$ cat src/rtl/switch_in_pkg.sv
// Shared constants and helpers for the switch input port block.
package switch_in_pkg;

  localparam int NUM_SW = 10;
  localparam int PORT_W = 5;
  localparam int DATA_W = 32;

  typedef enum logic {
    PORT_0 = 1'b0,
    PORT_1 = 1'b1
  } port_e;

  localparam int PORT0_IDX = 0;
  localparam int PORT1_IDX = 1;

  // Selects the five switch levels that belong to one CPU-visible port.
  function automatic logic [PORT_W-1:0] port_field(input logic [NUM_SW-1:0] levels,
                                                   input logic             port);
    return port ? levels[PORT_W +: PORT_W] : levels[0 +: PORT_W];
  endfunction

endpackage

$ cat src/rtl/switch_debounce_bit.sv
// One switch bit: 2-flop synchronizer, optional debounce counter, stable flop.
// Debounce is built only when SWITCH_IN_DEBOUNCE_EN is defined.
module switch_debounce_bit #(
  parameter int DB_CYCLES = 50000
) (
  input  logic clk,
  input  logic reset,
  input  logic sw,
  output logic stable
);

  if (DB_CYCLES < 1) begin : g_bad_cfg
    $error("DB_CYCLES must be at least 1");
  end

  logic sync1;
  logic sync2;

  // NOTE: sequential state uses non-blocking assignments so every flop samples
  // pre-edge values; blocking here would collapse the two synchronizer stages.
  always_ff @(posedge clk or posedge reset) begin
    if (reset) begin
      sync1 <= 1'b0;
      sync2 <= 1'b0;
    end else begin
      sync1 <= sw;
      sync2 <= sync1;
    end
  end

`ifdef SWITCH_IN_DEBOUNCE_EN
  localparam int CNT_W = (DB_CYCLES > 1) ? $clog2(DB_CYCLES) : 1;
  localparam logic [CNT_W-1:0] CNT_MAX = CNT_W'(DB_CYCLES - 1);

  logic [CNT_W-1:0] cnt;

  // Count consecutive disagreeing cycles; any agreement restarts the count.
  always_ff @(posedge clk or posedge reset) begin
    if (reset) begin
      cnt    <= '0;
      stable <= 1'b0;
    end else if (sync2 == stable) begin
      cnt <= '0;
    end else if (cnt == CNT_MAX) begin
      stable <= sync2;
      cnt    <= '0;
    end else begin
      cnt <= cnt + 1'b1;
    end
  end
`else
  assign stable = sync2;
`endif

endmodule

$ cat src/rtl/switch_in_port.sv
// Debounced 10-switch input block exposed to the CPU as two 5-bit read ports
// with sticky change flags. Debounce enabled by defining SWITCH_IN_DEBOUNCE_EN.
module switch_in_port
  import switch_in_pkg::*;
#(
  parameter int DB_CYCLES = 50000
) (
  input  logic              clk,
  input  logic              reset,
  input  logic [NUM_SW-1:0] sw,
  input  logic              rd_en,
  input  logic              rd_port,
  output logic [DATA_W-1:0] rd_data,
  output logic              rd_valid,
  output logic [1:0]        changed,
  output logic [NUM_SW-1:0] stable
);

  for (genvar i = 0; i < NUM_SW; i++) begin : g_bit
    switch_debounce_bit #(
      .DB_CYCLES(DB_CYCLES)
    ) u_bit (
      .clk   (clk),
      .reset (reset),
      .sw    (sw[i]),
      .stable(stable[i])
    );
  end

  logic [NUM_SW-1:0] stable_q;
  logic [1:0]        set_flag;
  logic [1:0]        clr_flag;
  port_e             sel;

  // NOTE: every signal driven in always_comb gets a default first, so no path
  // leaves it unassigned and no latch is inferred.
  always_comb begin
    set_flag = '0;
    clr_flag = '0;
    sel      = port_e'(rd_port);
    set_flag[PORT0_IDX] = |(port_field(stable, PORT_0) ^ port_field(stable_q, PORT_0));
    set_flag[PORT1_IDX] = |(port_field(stable, PORT_1) ^ port_field(stable_q, PORT_1));
    if (rd_en) begin
      clr_flag[sel] = 1'b1;
    end
  end

  // A set in the same cycle as a clear wins, so no change event is dropped.
  always_ff @(posedge clk or posedge reset) begin
    if (reset) begin
      stable_q <= '0;
      changed  <= '0;
    end else begin
      stable_q <= stable;
      changed  <= set_flag | (changed & ~clr_flag);
    end
  end

  always_ff @(posedge clk or posedge reset) begin
    if (reset) begin
      rd_data  <= '0;
      rd_valid <= 1'b0;
    end else begin
      rd_valid <= rd_en;
      if (rd_en) begin
        rd_data <= {{(DATA_W - PORT_W){1'b0}}, port_field(stable, rd_port)};
      end
    end
  end

endmodule

$ cat config.mk
export PLATFORM = sky130hd
export DESIGN_NAME = switch_in_port
export DESIGN_NICKNAME = d
export VERILOG_FILES = /design/src/rtl/switch_in_pkg.sv /design/src/rtl/switch_debounce_bit.sv /design/src/rtl/switch_in_port.sv
export SDC_FILE = /design/constraint.sdc
export NUM_CORES = 1
export LEC_CHECK = 0
export ABC_AREA = 1
export BUFFER_PORTS_ARGS = -buffer_cell sky130_fd_sc_hd__buf_4
export CAP_MARGIN = 10
export CELL_PAD_IN_SITES_DETAIL_PLACEMENT = 1
export CELL_PAD_IN_SITES_GLOBAL_PLACEMENT = 1
export CORE_UTILIZATION = 35
export DETAILED_ROUTE_END_ITERATION = 10
export PLACE_DENSITY_LB_ADDON = 0.1
export RECOVER_POWER = 50
export REMOVE_ABC_BUFFERS = 1
export SLEW_MARGIN = 10
export SYNTH_ARGS = -nofsm -noshare
export SYNTH_HDL_FRONTEND = slang
export SYNTH_HIERARCHICAL = 1
export SYNTH_SLANG_ARGS = --single-unit
$ cat constraint.sdc
create_clock -name clk -period 0.9 [get_ports clk]
set_input_delay 0.09 -clock clk [delete_from_list [all_inputs] [get_ports clk]]
set_output_delay 0.09 -clock clk [all_outputs]
set_load 0.02 [all_outputs]
# Word level (Yosys, flattened, before mapping)
# Cells that the tools add are included.
[totals]
input_bits = 14
regBits = 38
out_inout_bits = 45
[op_classes]
n_reduce_logical = 3
muxes = 4
bitwise_logic = 5
n_lt_le_gt_ge = 2
[ops]
columns = ["op", "n"]
rows = [
  ["OR reduction 5 bit", 2],
  ["bitwise XOR 5 bit", 2],
  ["two-way mux 5 bit", 1],
  ["bitwise AND 2 bit", 1],
  ["< comparator 1 x 2 -> 1 bit, second input constant", 1],
  ["two-way mux 2 bit", 1],
  ["inverter 2 bit", 1],
  ["OR 2 bit", 1],
  ["demux 1 bit (select 1 bit)", 1],
  ["greater-or-equal comparator 1 bit, second input constant", 1],
  ["logical AND 1 bit", 1],
  ["two-way mux 1 bit", 1],
]

# Logic depth before layout (Yosys ltp)
# Gate-level depths: netlist of the first run.
[depth]
depth_word = 8
depth_mapped = 5
depth_no_buf = 5

# Hierarchy
# Netlist of the first run, hierarchy kept.
[by_module_without_submodules]
columns = ["module", "area_each_um2", "instances", "cells_each"]
rows = [
  ["switch_in_port", 992.2, 1, 127],
  ["switch_debounce_bit", 53.8, 10, 3],
]

# Worst setup path before layout of the first run
# No wires, ideal clock.
[synth_path]
path_type = "register -> register"
start = "register g_bit[9].u_bit.sync2"
end = "register changed[1]"
setup_ps = 125
t_arrival_ps = 787
path_slack_ps = -13
synth_period_minus_slack_ps = 913
n_path_buf = 0
path_stages_with_launch = 6
cell_sequence = "dfrtp_1 inv_1 nand2_1 nand2_1 nor2_1 nand3_1"
[synth_via]
elab_chain_len = 3
[synth_rtl]
columns = ["item", "line_no", "rtl"]
rows = [
  ["start: declaration", "switch_debounce_bit.sv:17", "logic sync2;"],
  ["start signal: assignment", "switch_debounce_bit.sv:27", "sync2 <= sync1;"],
  ["bitwise XOR 5 bit", "switch_in_port.sv:42", "set_flag[PORT1_IDX] = |(port_field(stable, PORT_1) ^ port_field(stable_q, PORT_1));"],
  ["OR reduction 5 bit", "switch_in_port.sv:42", ""],
  ["OR 2 bit", "switch_in_port.sv:55", "changed <= set_flag | (changed & ~clr_flag);"],
  ["end signal: assignment", "switch_in_port.sv:55", ""],
  ["end: declaration", "switch_in_port.sv:15", "output logic [1:0] changed,"],
]
# No other way between the ends.
# A chain may end at the register's enable or synchronous reset.

# Worst setup path after layout of the first run
[layout_path]
start = "register g_bit[4].u_bit.sync2"
end = "output stable[4]"
[layout_rtl]
columns = ["item", "line_no", "rtl"]
rows = [
  ["start: declaration", "switch_debounce_bit.sv:17", ""],
  ["start signal: assignment", "switch_debounce_bit.sv:27", ""],
  ["end: declaration", "switch_in_port.sv:16", "output logic [NUM_SW-1:0] stable"],
]
# No word-level cell between the ends.

==> summary.md, run 1 <==
| Metric | Value |
|---|---|
| CTS tree | built |
| Sw power | 962 µW |
| Worst-path cell chain | buf_6 > buf_6 |
| Clock Sinks | 38 |
| Critical path's slowest cell | dfrtp_1 |
| Seq/Total Area, Yosys | between 60 and 70% |
| Drt first pass iters | 2 |
| Pwr Density | roughly 1700 nW/µm² |
| Worst vdd ir | around 0.0011 V |
| Post-synth cell types | 12 |
| CTS Buf Count | 5 |
| Largest net degree at the start of global routing | 12 |
| Syn-to-layout area delta | 39.2% |
| Skew-Pair Late Insertion Delay | ~0.29 ns |
| Die height | just under 70 µm |
| WL/cell | between 10 and 15 µm |
| Max-cap violations | 0 |
| Pins Over Slew Limit | 0 |
| Slew margin rel. | approximately three fifths |
| Vias in the first global route | between 1000 and 1500 |
| #FFs+latches synth | 38 |
| CP startpoint kind | register |
| Period utilisation layout | 111% |
| Layout net count | around 240 |
| Top post-synthesis cells by area | dfrtp_1 62%, buf_4 13%, nand2_1 9.6%, inv_1 7.8%, nor2_1 2.0% |
| Unrepaired setup endpoints after global routing | yes |
| Tot GR Track Use | about 15% |
| WP data required | about 0.81 ns |
| Seq pwr share | 51.1% |
| Run status | complete, but fails checks |
| Clock power share | about 32% |
| Share of Yosys cell area claimed by the top area cell type | just over 60% |
| Setup TNS | -0.635 ns |
| Fmax | about 1000 MHz |
| Area of the core | between 4000 and 5000 µm² |
| Mux cell area share after synthesis | 0% |
| DRC | 0 |
| Syn_area_per_cell | roughly 9.7 µm² |
| Mapped Area | about 1500 µm² |
| Cells after DPL | between 200 and 250 |
| Slew @ Worst Pin | about 0.58 ns |
| Worst Setup End Kind | output port |
| Synth Area in Simple Gates | ~14% |
| Violated checks | negative setup slack |
| Synth area leader | dfrtp_1 |
| CTS Buffer Depth | 2 |
| First-pass GRT wire length | roughly 5 mm |
| Antenna-violating nets left | 0 |
| Max stage delay on crit path | between 0.3 and 0.4 ns |
| Synth warnings | 6 |
| Hold Path Class | input port to register |
| Top cell by count, worst path | buf_6 |
| Sw Ratio | a little over a quarter |
| Largest family of logic cells by synthesized area | buffers and inverters |
| Setup slack after layout | -0.0996 ns |
| Gr ovfl total | 0 |
| Synth Area in Compound Gates | about 2.3% |
| Total wire length | ~3.0 mm |
| Kind of critical path | register to output port |
| IO Port Bufs | 31 |
| DP HPWL | between 2 and 2.5 mm |
| Crit path max fanout | 2 |
| Layout cells sized above 1 | between 20% and 30% |
| Hold Violations, Final | 0 |
| Inserted Diodes | 0 |
| Post-layout min period | around 1 ns |
| # IOs | just under 60 |
| Final non-filler cell total | around 270 |
| 1st-iter DRT viols | 17 |
| DR vias/cell | just over 4 |
| Initial core utilization | between 30 and 40% |
| Pint | about 2700 µW |
| Rows | 23 |
| CP Data Arrival Time | ~0.91 ns |
| CTS root buf | clkbuf_8 |
| Vias | 1103 |
| Syn Inst Count | between 150 and 200 |
| Die Wd | 68.1 µm |
| Initial antenna violation count | 0 |
| Final setup viols | 18 |
| Xor/xnor cell area share of the yosys netlist | 0% |
| LEAKAGE | approximately 0.0012 µW |
| Setup Skew | 0.00345 ns |
| Power share of the combinational group | between 10% and 20% |
| RePlAce Congestion | 0.707 |
| H-tree levels | 2 |
| Full die area | approximately 4600 µm² |
| Clock-pin slew on the worst setup and hold paths | 0.07 ns |
| Adder-Cell Fraction of Synth Area | 0% |
-- registers in the layout, summed over array words and instances, names as in the netlist --
signal	count
changed	2
g_bit.u_bit/stable	10
g_bit.u_bit/sync1	10
rd_data	5
rd_valid	1
stable_q	10
-- routing by layer --
layer / global-route usage [%] / wire length, µm / vias up
li1: - / - / 530
met1: 16.8 / 1160 / 518
met2: 25.6 / 1540 / 50
met3: 5.50 / 223 / 5
met4: 7.03 / 57 / 0
met5: 0 / 0 / -
-- per-stage QoR --
| step | worst slack (ns) | instance area, µm² | hold slack, ns | power, µW | utilization, % |
|---|---|---|---|---|---|
| after floorplan | -0.0127 | 1430 | -0.169 | 2170 | - |
| final | -0.0996 | 2130 | 0.0947 | 3660 | 52.1 |
| after CTS | -0.113 | 2110 | 0.0966 | 3700 | 51.7 |
| after global routing | -0.143 | 2130 | 0.135 | 3850 | 52.1 |
| after detailed placement | -0.0476 | 1750 | 0.0346 | 2380 | 42.8 |
| after global placement | 0.0332 | 1750 | 0.0314 | 2360 | 42.8 |
-- synthesized netlist by cell type --
cell type and count:
buf_4 27, nor2_4 1, dfrtp_1 38, nand3_1 4
nand2_1 39, a21oi_1 1, conb_1 1, inv_1 32
o211ai_1 4, inv_2 1, nor2_1 8, nor2_2 1
-- worst paths after layout --
path | from | to | slack, ns | depth (start not counted)
max | g_bit[4].u_bit/stable | stable[4] | -0.1 | 2
min | rd_en | rd_data[1] | 0.09 | 3
max reg2reg | g_bit[4].u_bit/stable | changed[0] | -0.06 | 5
min reg2reg | g_bit[6].u_bit/sync1 | g_bit[6].u_bit/stable | 0.35 | 0
max in group asynchronous | reset | stable_q[7] | 0.14 | 4
min in group asynchronous | reset | g_bit[8].u_bit/stable | 0.44 | 3
-- critical path, delay by kind of cell (launching register included) --
| kind | cells | cell delay, ns |
|---|---|---|
| buf+inv | 2 | 0.24 |
| flops | 1 | 0.39 |
-- final cells by class --
| type | instances | area, µm² |
|---|---|---|
| Fill cell | 480 | 1960 |
| Sequential cell | 38 | 952 |
| Timing Repair Buffer | 59 | 548 |
| Multi-Input combinational cell | 85 | 353 |
| Inverter | 33 | 124 |
| Clock buffer | 7 | 86.3 |
| Tap cell | 50 | 62.6 |
| Clock inverter | 1 | 5.00 |
-- cell usage in the layout (no fill, tap or decap) --
cell type / instances
a21oi_1: 1
buf_4: 20
buf_6: 21
clkbuf_1: 2
clkbuf_4: 5
clkbuf_8: 6
clkinv_2: 1
conb_1: 27
dfrtp_1: 37
dfrtp_2: 1
dlygate4sd3_1: 12
inv_1: 31
inv_2: 2
nand2_1: 39
nand3_1: 4
nor2_1: 7
nor2_2: 2
nor2_4: 1
o211ai_1: 4
-- logic make-up (layout without fill, tap and decap cells) --
family,count (synthesis),after routing
AND/OR/NAND/NOR,53,53
other,1,27
buffers and inverters,60,100
AO/OA/AOI/OAI,5,5
flip-flops,38,38
-- power by group through the flow --
stage | Clock, µW | Combinational, µW | Sequential (µW)
after floorplan | 0 | 221 | 1950
after global placement | 0 | 465 | 1890
after detailed placement | 0 | 475 | 1900
after CTS | 1220 | 610 | 1870
after global routing | 1290 | 678 | 1880
final | 1180 | 615 | 1870
-- what timing repair did --
action / in CTS / in global routing
hold endpoints to repair: 49 / 0
setup buffers: 10 / 2
pin swaps: 3 / 0
gates resized for setup: 22 / 2
endpoints found under the setup margin: 19 / 20
hold buffers: 12 / 0
Power figures use the tool's default switching activity.
==> inputs of run 2 (changes only) <==
--- a/config.mk
+++ b/config.mk
@@ -10,9 +10,10 @@
 export CAP_MARGIN = 10
 export CELL_PAD_IN_SITES_DETAIL_PLACEMENT = 1
 export CELL_PAD_IN_SITES_GLOBAL_PLACEMENT = 1
+export CORE_MARGIN = 1
 export CORE_UTILIZATION = 35
 export DETAILED_ROUTE_END_ITERATION = 10
-export PLACE_DENSITY_LB_ADDON = 0.1
+export PLACE_DENSITY = 0.85
 export RECOVER_POWER = 50
 export REMOVE_ABC_BUFFERS = 1
 export SLEW_MARGIN = 10
==> run 2 against run 1 <==
Net effect: the flow still finishes with violations (negative setup slack); register-to-register slack about the same; die area unchanged; clock power about the same; fmax decreased by 2.3%; global-route usage increased by 0.28 points; core utilization decreased by 0.58 points; critical path type unchanged.
==> summary.md, run 2 (synthesis results as in run 1) <==
| Metric | Value |
|---|---|
| Reg2reg start | g_bit[4].u_bit/stable |
| Top cell by count, worst path | buf_6 |
| 1st-iter DRT viols | 33 |
| WHS Endpoint | rd_data[1] |
| Crit path max fanout | 2 |
| H-tree levels | 2 |
| Vias in the first global route | between 1000 and 1500 |
| Commonest cells after routing, fill and taps aside | 39 x nand2_1, 35 x dfrtp_1, 32 x inv_1 |
| Post-layout min period | around 1 ns |
| Antenna-violating nets left | 0 |
| FF-to-FF setup slack | -0.06 ns |
| Inserted Diodes | 0 |
| Die height | 68.1 µm |
| DR vias/cell | ~4 |
| RePlAce Congestion | around 0.73 |
| Largest net degree at the start of global routing | 19 |
| Layout cells sized above 1 | between 20% and 30% |
| Hold Crit Depth | 3 |
| Syn-to-layout area delta | 37.7% |
| Commonest non-fill, non-tap cell in the layout | nand2_1 |
| Vias | between 1000 and 1500 |
| Clock-pin slew on the worst setup and hold paths | 0.07 ns |
| WP data required | 0.81 ns |
| Hold Violations, Final | 0 |
| Skew-Pair Late Insertion Delay | 0.29 ns |
| Full die area | around 4600 µm² |
| Violated checks | negative setup slack |
| Drt first pass iters | 4 |
| Worst Reg2Reg Path Length in Cells | 5 |
| IO Port Bufs | 31 |
| CTS root buf | clkbuf_8 |
| Initial antenna violation count | 0 |
| Die Wd | about 70 µm |
| Worst vdd ir | ~0.0011 V |
| Rows | 23 |
| Tot GR Track Use | 15.4% |
| Run status | complete, but fails checks |
| # IOs | about 60 |
| Pins Over Slew Limit | 0 |
| Post-place setup slack | -0.0595 ns |
| Worst Setup End Kind | output port |
| Gr ovfl total | 0 |
| Pwr Density | between 1500 and 2000 nW/µm² |
| Kind of critical path | register to output port |
| WL/cell | 11.6 µm |
| Area of the core | about 4000 µm² |
| Total wire length | between 3 and 4 mm |
| Setup TNS | -0.967 ns |
| CTS tree | built |
| Max-cap violations | 0 |
| Clock Sinks | 38 |
| Hold Path Class | input port to register |
| Setup Skew | about 0.0033 ns |
| Layout net count | ~230 |
| First-pass GRT wire length | approximately 5 mm |
| Worst-path cell chain | buf_6 > buf_6 |
| CTS Buffer Depth | 2 |
| Period utilisation layout | 114% |
| Cells after DPL | approximately 240 |
| Critical path's slowest cell | dfrtp_1 |
| CTS Buf Count | 5 |
| Unrepaired setup endpoints after global routing | yes |
| LEAKAGE | around 0.0012 µW |
| Initial core utilization | 37.4% |
| Largest regs | g_bit.u_bit/stable x10, g_bit.u_bit/sync1 x10, stable_q x10 |
| Setup slack after layout | -0.123 ns |
| Final non-filler cell total | 269 |
| CP Data Arrival Time | ~0.93 ns |
| Max stage delay on crit path | roughly 0.40 ns |
| Final setup viols | 19 |
| Fmax | between 900 and 1000 MHz |
| DP HPWL | between 2 and 2.5 mm |
| DRC | 0 |
| CP startpoint kind | register |
| Worst r2r dst | changed[0] |
| Hold Path Origin | rd_en |
-- run 2: cell count changes in the layout (fill, tap and decap cells not counted), sizes merged --
cell	delta
buf	-4
-- run 2: worst max-delay path by stage --
stage | start | to | slack [ns] | cells past startpoint
2_1_floorplan | g_bit[9].u_bit/stable | changed[1] | -0.01 | 5
3_3_place_gp | g_bit[0].u_bit/stable | changed[0] | 0.03 | 5
6_report | g_bit[1].u_bit/stable | stable[1] | -0.12 | 2
5_1_grt | g_bit[6].u_bit/stable | stable[6] | -0.15 | 2
3_5_place_dp | g_bit[0].u_bit/stable | changed[0] | -0.06 | 5
4_1_cts | g_bit[8].u_bit/stable | stable[8] | -0.12 | 2
-- run 2: area by class of cell --
| class | instances | area (µm²) |
|---|---|---|
| fillers | 470 | 1980 |
| flip-flops and latches | 38 | 955 |
| repair buffers | 55 | 522 |
| multi-input cells | 85 | 353 |
| inverters | 33 | 124 |
| clock buffers | 7 | 86.3 |
| well taps | 50 | 62.6 |
| clock inverters | 1 | 5.00 |
-- run 2: timing repair --
item | 4_1_cts | 5_1_grt
pin swaps | 3 | 1
hold buffers | 12 | 0
endpoints found under the setup margin | 19 | 20
hold endpoints to repair | 49 | 0
cloned | 0 | 0
gates resized for setup | 22 | 4
buffers inserted | 7 | 0
-- run 2: critical path: cells and delay by family, from the launching register on --
kind / cells / cell delay [ns]
buf+inv: 2 / 0.25
flops: 1 / 0.40
-- run 2: stage by stage --
step	instance area, µm²	power [µW]	hold slack, ns	util [%]
floorplan	1430	2170	-0.169	-
global placement	1760	2360	0.0177	43.0
detailed placement	1760	2380	0.0216	43.0
CTS	2100	3690	0.102	51.4
global route	2110	3830	0.128	51.6
finish	2110	3650	0.0976	51.6
-- run 2: layer usage --
layer / vias to the layer above / routed length, µm / global-route usage (%)
li1: 520 / - / -
met1: 511 / 1240 / 17.3
met2: 43 / 1570 / 26.0
met3: 5 / 258 / 6.00
met4: 0 / 47 / 6.25
met5: - / 0 / 0
-- run 2: where the power goes --
| group | total (µW) | leakage, µW | switching, µW | internal, µW |
|---|---|---|---|---|
| registers | 1870 | 0.000437 | 66.5 | 1810 |
| logic | 590 | 0.000685 | 335 | 256 |
| clock network | 1190 | 0.0000482 | 575 | 617 |
| total | 3650 | 0.00117 | 976 | 2680 |
